## src/rtl/pipe_scroller.sv

```systemverilog
// pipe_scroller: position generator for the scrolling Flappy pipe pair (IDLE/RUN/RESPAWN/HALT).
// Define PIPE_SCROLLER_SCORE_EN to build the saturating pass counter behind the score port.
module pipe_scroller #(
    parameter int unsigned TICK_DIV    = 500000,
    parameter logic [9:0]  X_SPAWN     = 10'd834,
    parameter logic [9:0]  X_EXIT      = 10'd94,
    parameter logic [9:0]  PASS_X      = 10'd290,
    parameter logic [9:0]  PIPE_Y_MIN  = 10'd75,
    parameter logic [9:0]  PIPE_Y_INIT = 10'd200,
    parameter logic [9:0]  LFSR_SEED   = 10'h2A5,
    parameter int unsigned RAMP_PIPES  = 8
) (
    input  logic        clk,
    input  logic        rst_n,
    input  logic        button,
    input  logic        halt,
    output logic [9:0]  PipeX,
    output logic [9:0]  PipeY,
    output logic        pass_pulse,
    output logic        running,
    output logic [1:0]  speed_level,
    output logic [15:0] score,
    output logic [1:0]  fsm_state
);
    typedef enum logic [1:0] {
        S_IDLE    = 2'd0,
        S_RUN     = 2'd1,
        S_RESPAWN = 2'd2,
        S_HALT    = 2'd3
    } state_t;

    localparam int unsigned  RW        = $clog2(RAMP_PIPES + 1);
    localparam logic [19:0]  TICK_LAST = 20'(TICK_DIV - 1);
    localparam logic [RW-1:0] RESP_LAST = RW'(RAMP_PIPES - 1);

    state_t        state, state_next;
    logic [2:0]    btn_sync;
    logic          start_edge, tick, exit_now;
    logic          cross_pend, cross_d, pass_d;
    logic [19:0]   tick_cnt;
    logic [9:0]    step, x_moved, lfsr, lfsr_next, lfsr_d, x_d, y_d;
    logic [1:0]    lvl_d;
    logic [RW-1:0] resp_cnt, resp_d;

    // Two flops for metastability, the third remembers the previous level for edge detection.
    always_ff @(posedge clk or negedge rst_n) begin
        if (!rst_n) btn_sync <= '0;
        else        btn_sync <= {btn_sync[1:0], button};
    end
    assign start_edge = btn_sync[1] & ~btn_sync[2];

    assign tick = (state == S_RUN) && (tick_cnt == TICK_LAST);

    always_ff @(posedge clk or negedge rst_n) begin
        if (!rst_n)                             tick_cnt <= '0;
        else if (state != S_RUN || tick)        tick_cnt <= '0;
        else                                    tick_cnt <= tick_cnt + 20'd1;
    end

    assign step      = 10'(speed_level) + 10'd1;
    assign x_moved   = PipeX - step;
    // Widened compare so PipeX - step can never wrap below zero.
    assign exit_now  = {1'b0, PipeX} < ({1'b0, X_EXIT} + {1'b0, step});
    assign lfsr_next = {lfsr[8:0], lfsr[9] ^ lfsr[6]};

    always_ff @(posedge clk or negedge rst_n) begin
        if (!rst_n) state <= S_IDLE;
        else        state <= state_next;
    end

    always_comb begin
        state_next = state;
        case (state)
            S_IDLE:    if (start_edge) state_next = S_RUN;
            S_RUN:     if (halt) state_next = S_HALT;
                       else if (tick && exit_now) state_next = S_RESPAWN;
            S_RESPAWN: state_next = halt ? S_HALT : S_RUN;
            S_HALT:    if (start_edge && !halt) state_next = S_IDLE;
            default:   state_next = S_IDLE;
        endcase
    end

    always_comb begin
        x_d     = PipeX;
        y_d     = PipeY;
        lfsr_d  = lfsr;
        lvl_d   = speed_level;
        resp_d  = resp_cnt;
        cross_d = 1'b0;
        case (state)
            S_IDLE: begin
                x_d = X_SPAWN;
                y_d = PIPE_Y_INIT;
                if (start_edge) begin
                    lvl_d  = 2'd0;
                    resp_d = '0;
                end
            end
            S_RUN: begin
                if (!halt && tick && !exit_now) begin
                    x_d     = x_moved;
                    cross_d = (PipeX >= PASS_X) && (x_moved < PASS_X);
                end
            end
            S_RESPAWN: begin
                if (!halt) begin
                    lfsr_d = lfsr_next;
                    y_d    = PIPE_Y_MIN + {2'b00, lfsr_next[7:0]};
                    x_d    = X_SPAWN;
                    if (resp_cnt == RESP_LAST) begin
                        resp_d = '0;
                        lvl_d  = (speed_level == 2'd3) ? 2'd3 : speed_level + 2'd1;
                    end else begin
                        resp_d = resp_cnt + 1'b1;
                    end
                end
            end
            default: ;
        endcase
    end

    // The crossing is flagged at the move edge and published one cycle later, unless the game halts.
    assign pass_d = cross_pend && (state_next != S_HALT);

    always_ff @(posedge clk or negedge rst_n) begin
        if (!rst_n) begin
            PipeX       <= X_SPAWN;
            PipeY       <= PIPE_Y_INIT;
            pass_pulse  <= 1'b0;
            running     <= 1'b0;
            speed_level <= 2'd0;
            lfsr        <= LFSR_SEED;
            resp_cnt    <= '0;
            cross_pend  <= 1'b0;
        end else begin
            PipeX       <= x_d;
            PipeY       <= y_d;
            pass_pulse  <= pass_d;
            running     <= (state == S_RUN) || (state == S_RESPAWN);
            speed_level <= lvl_d;
            lfsr        <= lfsr_d;
            resp_cnt    <= resp_d;
            cross_pend  <= cross_d;
        end
    end

    assign fsm_state = state;

`ifdef PIPE_SCROLLER_SCORE_EN
    logic [15:0] score_q;
    always_ff @(posedge clk or negedge rst_n) begin
        if (!rst_n)                                score_q <= '0;
        else if (state == S_IDLE && start_edge)    score_q <= '0;
        else if (pass_d && score_q != 16'hFFFF)    score_q <= score_q + 16'd1;
    end
    assign score = score_q;
`else
    assign score = 16'd0;
`endif

endmodule
```

## config.mk

```make
export PLATFORM = sky130hd
export DESIGN_NAME = pipe_scroller
export DESIGN_NICKNAME = d
export VERILOG_FILES = /design/src/rtl/pipe_scroller.sv
export SDC_FILE = /design/constraint.sdc
export NUM_CORES = 1
export LEC_CHECK = 0
export ABC_AREA = 0
export CELL_PAD_IN_SITES_DETAIL_PLACEMENT = 0
export CELL_PAD_IN_SITES_GLOBAL_PLACEMENT = 1
export CORE_MARGIN = 2
export CORE_UTILIZATION = 45
export CTS_BUF_LIST = sky130_fd_sc_hd__clkbuf_4
export CTS_CLUSTER_SIZE = 8
export DETAILED_ROUTE_END_ITERATION = 8
export PLACE_DENSITY_LB_ADDON = 0.25
export SYNTH_ARGS = -nofsm -noshare
export SYNTH_HDL_FRONTEND = slang
export SYNTH_SLANG_ARGS = --single-unit
```

## constraint.sdc

```tcl
create_clock -name clk -period 4.66 [get_ports clk]
set_input_delay 1.398 -clock clk [delete_from_list [all_inputs] [get_ports clk]]
set_output_delay 1.398 -clock clk [all_outputs]
set_load 0.1 [all_outputs]
```

==> impl_metrics.ini <==
[worst_setup_path]
r2r_end = PipeX[8]
crit_path_top_delay_cell = clkdlybuf4s50_1
r2r_cells = 7
critPathBufInv = 1
crit_path_end_kind = output pin
r2r_start = fsm_state[1]
crit_required_ns = 3.26
rrSetupSlack_ns = 1.83
arrival_ns = 2.28
worstSetupStartpointType = flop
crit_chain = clkdlybuf4s50_1
critPathMaxFanout = 11
path_class = flop to output pin
crit_family = buffers and inverters
slowest_delay_ns = 1.18

[detailed_routing]
vias_per_cell = 5.134
initialDrtViolationCount = 96
vias = 2711
ant_nets = 0
wl_um = 7389
drc = 0
dr.pass1.iters = 4
avgRoutedWirePerCell_um = 13.99

[synthesis]
muxShareOfSynthArea_pct = 1.707
synth.area.top_cells = dfrtp_1 35%, dfstp_2 8.6%, ha_1 6.5%
async_flop_share_pct = 100.0
synth_top_family_by_area = simple AND/OR/NAND/NOR gates
synth_top_cell_by_area = dfrtp_1
syn_avg_cell_area_um2 = 9.278
ys_seq_area_share_pct = 43.43
synth_compound_area_share_pct = 12.91
ys_ff_latch = 63
synth_top_area_share_pct = 34.82
synthCells = 395
synth_edf_count = 0
ys_types = 58
yosys_most_used_dff = dfrtp_1
synthesis.area_um2 = 3665
yosys_warnings = 0
synthSimpleGateAreaFrac_pct = 20.25
synth_fa_ha_area_share_pct = 7.579
synth_xor_area_share_pct = 6.214

[cts]
clk_latency_ns = 0.41
clkTransAtPathRegs_ns = 0.11
cts_buffers = 9
holdBufCountCts = 0
h-tree-depth = 3
clock_path_buffers = 2
post_cts_buffers = 0
cts-root-buf = clkbuf_4
cts.sinks = 63
ctsResizeCount = 0
cts_tree = yes

[sta]
slew_headroom_pct = 34.86
setup_violations = 0
rsz0062_at_grt = false
skew_ns = 0.01338
tightest_slew_ns = 0.9740
slew_viol_final = 0
final.setup.tns_ns = 0
final.min_clock_period_ns = 3.681
fin_crit_sh_pct = 79.00
hold_ws_ns = 0.3630
hold_viol = 0
max_freq_mhz = 271.6

[global_routing]
grt_pass1_wl_um = 12460
grt_antenna_before_repair = 0
grt_overflow_total = 0
track_usage_pct = 18.04
grt_max_degree = 42
grt_pass1_vias = 2558

[status]
run_status = complete, no violations

[finish]
stdcell_area_um2 = 4100
layout.nets = 446
area_delta_synth_final_pct = 11.88
n_antenna_cell = 0
layout-drive-gt1-share_pct = 10.80
final_cells = 528

[placed_design]
hpwl_um = 5181
port_buffers = 28
post_dp_cell_area_um2 = 3939
place.gp.congestion = 0.7939
dp_cells = 512

[min_path]
hold_depth = 0
hold_start = btn_sync[0]
holdPathEnd = btn_sync[1]
min_path_type = flop to flop

[die]
rows = 32
io-pin-count = 46
start_util_pct = 46.94
die_y_um = 94.25
die-area_um2 = 8882
core_region_area_um2 = 7807
die-width_um = 94.25

[power]
p_per_area_nw_per_um2 = 685.7
p_leak_nw = 1.807
ir_drop_uv = 483.9
total_power_mw = 2.811

[job]
drv_cap = 0
==> cells by family (layout without fill, tap and decap cells) <==
family	after synthesis	count (layout)
and+or+nand+nor	154	154
AOI/OAI and AO/OA	71	71
DFF	63	63
buffers and inverters	53	68
xor gates and xnor gates	26	26
adders and majority gates	21	21
muxes	6	6
other	1	17
==> cell usage after synthesis (all sizes together) (2+ instances only) <==
master,instances
dfstp,12
nor3,7
and3,2
xor2,14
nor4b,3
nor4,3
o21a,2
o31ai,6
mux2i,4
or2,3
buf,24
or3,5
ha,19
a21o,6
nand4,6
o21ai,21
nand3,18
o31a,2
mux2,2
a211oi,2
clkbuf,7
dfrtp,51
nor2,38
nand2,59
fa,2
nor2b,3
a2111oi,2
nand2b,3
a31oi,6
xnor2,12
a21oi,15
inv,22
==> state kept, by name, summed over array words and instances, names as in the netlist <==
| name | count |
|---|---|
| tick_cnt | 20 |
| pass_pulse | 1 |
| lfsr | 10 |
| speed_level | 2 |
| resp_cnt | 4 |
| running | 1 |
| btn_sync | 3 |
| PipeX | 10 |
| cross_pend | 1 |
| fsm_state | 2 |
| PipeY | 9 |
==> placed cells by master (no fill, tap or decap), drive strengths merged, types with 2 or more instances in the layout <==
cell and count:
bufinv 2, inv 22, conb 17, a21o 6, nor4b 3, nor2 38, dfrtp 51, a2111oi 2
mux2i 4, nor2b 3, xor2 14, mux2 2, a211oi 2, fa 2, nand3 18, nor3 7
xnor2 12, a21oi 15, nor4 3, clkbuf 12, or3 5, clkdlybuf4s50 27, nand2b 3, a31oi 6
o21ai 21, and3 2, dfstp 12, ha 19, o31a 2, o21a 2, buf 3, or2 3
nand4 6, nand2 59, o31ai 6
==> worst reg2reg max path, delay by kind of cell, from the launching register on <==
kind                       cells  cell delay, ns
buffers and inverters          2            0.61
AOI/OAI and AO/OA              3            0.92
DFF                            1            0.49
muxes                          1            0.39
adders and majority gates      1            0.37
==> where the power goes <==
| part | internal (mW) | total (mW) | leakage [nW] | switching [mW] |
|---|---|---|---|---|
| Clock | 0.234 | 0.435 | 0.0852 | 0.200 |
| Combinational | 0.430 | 1.54 | 0.909 | 1.11 |
| Sequential | 0.690 | 0.840 | 0.813 | 0.150 |
| Total | 1.36 | 2.81 | 1.81 | 1.46 |
==> cell type report <==
cell class | count | area, µm²
Clock inverter | 4 | 71.32
Sequential cell | 63 | 1592
Clock buffer | 12 | 90.09
Timing Repair Buffer | 30 | 290.3
Fill cell | 770 | 3707
Multi-Input combinational cell | 295 | 1847
Inverter | 22 | 82.58
Tap cell | 102 | 127.6
==> layer usage <==
layer | part of all wire (%) | routed length, µm | vias to the layer above | GRT usage (%)
met3 | 3.6 | 263 | 11 | 4.655
li1 | - | - | 1368 | -
met1 | 50 | 3728 | 1286 | 26.17
met5 | 0 | 0 | - | 0
met2 | 45 | 3293 | 46 | 26.13
met4 | 1.4 | 104 | 0 | 6.039
==> metrics by stage <==
step | util, % | worst slack (ns)
6_report | 52.52 | 0.9787
5_1_grt | 52.52 | 0.9058
4_1_cts | 52.52 | 0.9598
3_3_place_gp | 50.45 | 1.110
2_1_floorplan | - | 1.354
3_5_place_dp | 50.45 | 1.092
==> worst max-delay path by stage <==
stage / from / endpoint / slack, ns / cells after the start
finish: PipeX[6] / PipeX[6] / 0.98 / 1
global route: PipeX[6] / PipeX[6] / 0.91 / 1
CTS: PipeX[6] / PipeX[6] / 0.96 / 1
detailed placement: halt / PipeX[8] / 1.09 / 6
global placement: halt / PipeX[8] / 1.11 / 6
floorplan: speed_level[0] / PipeX[8] / 1.35 / 10
Note: power is estimated with default switching activity, not from simulation.
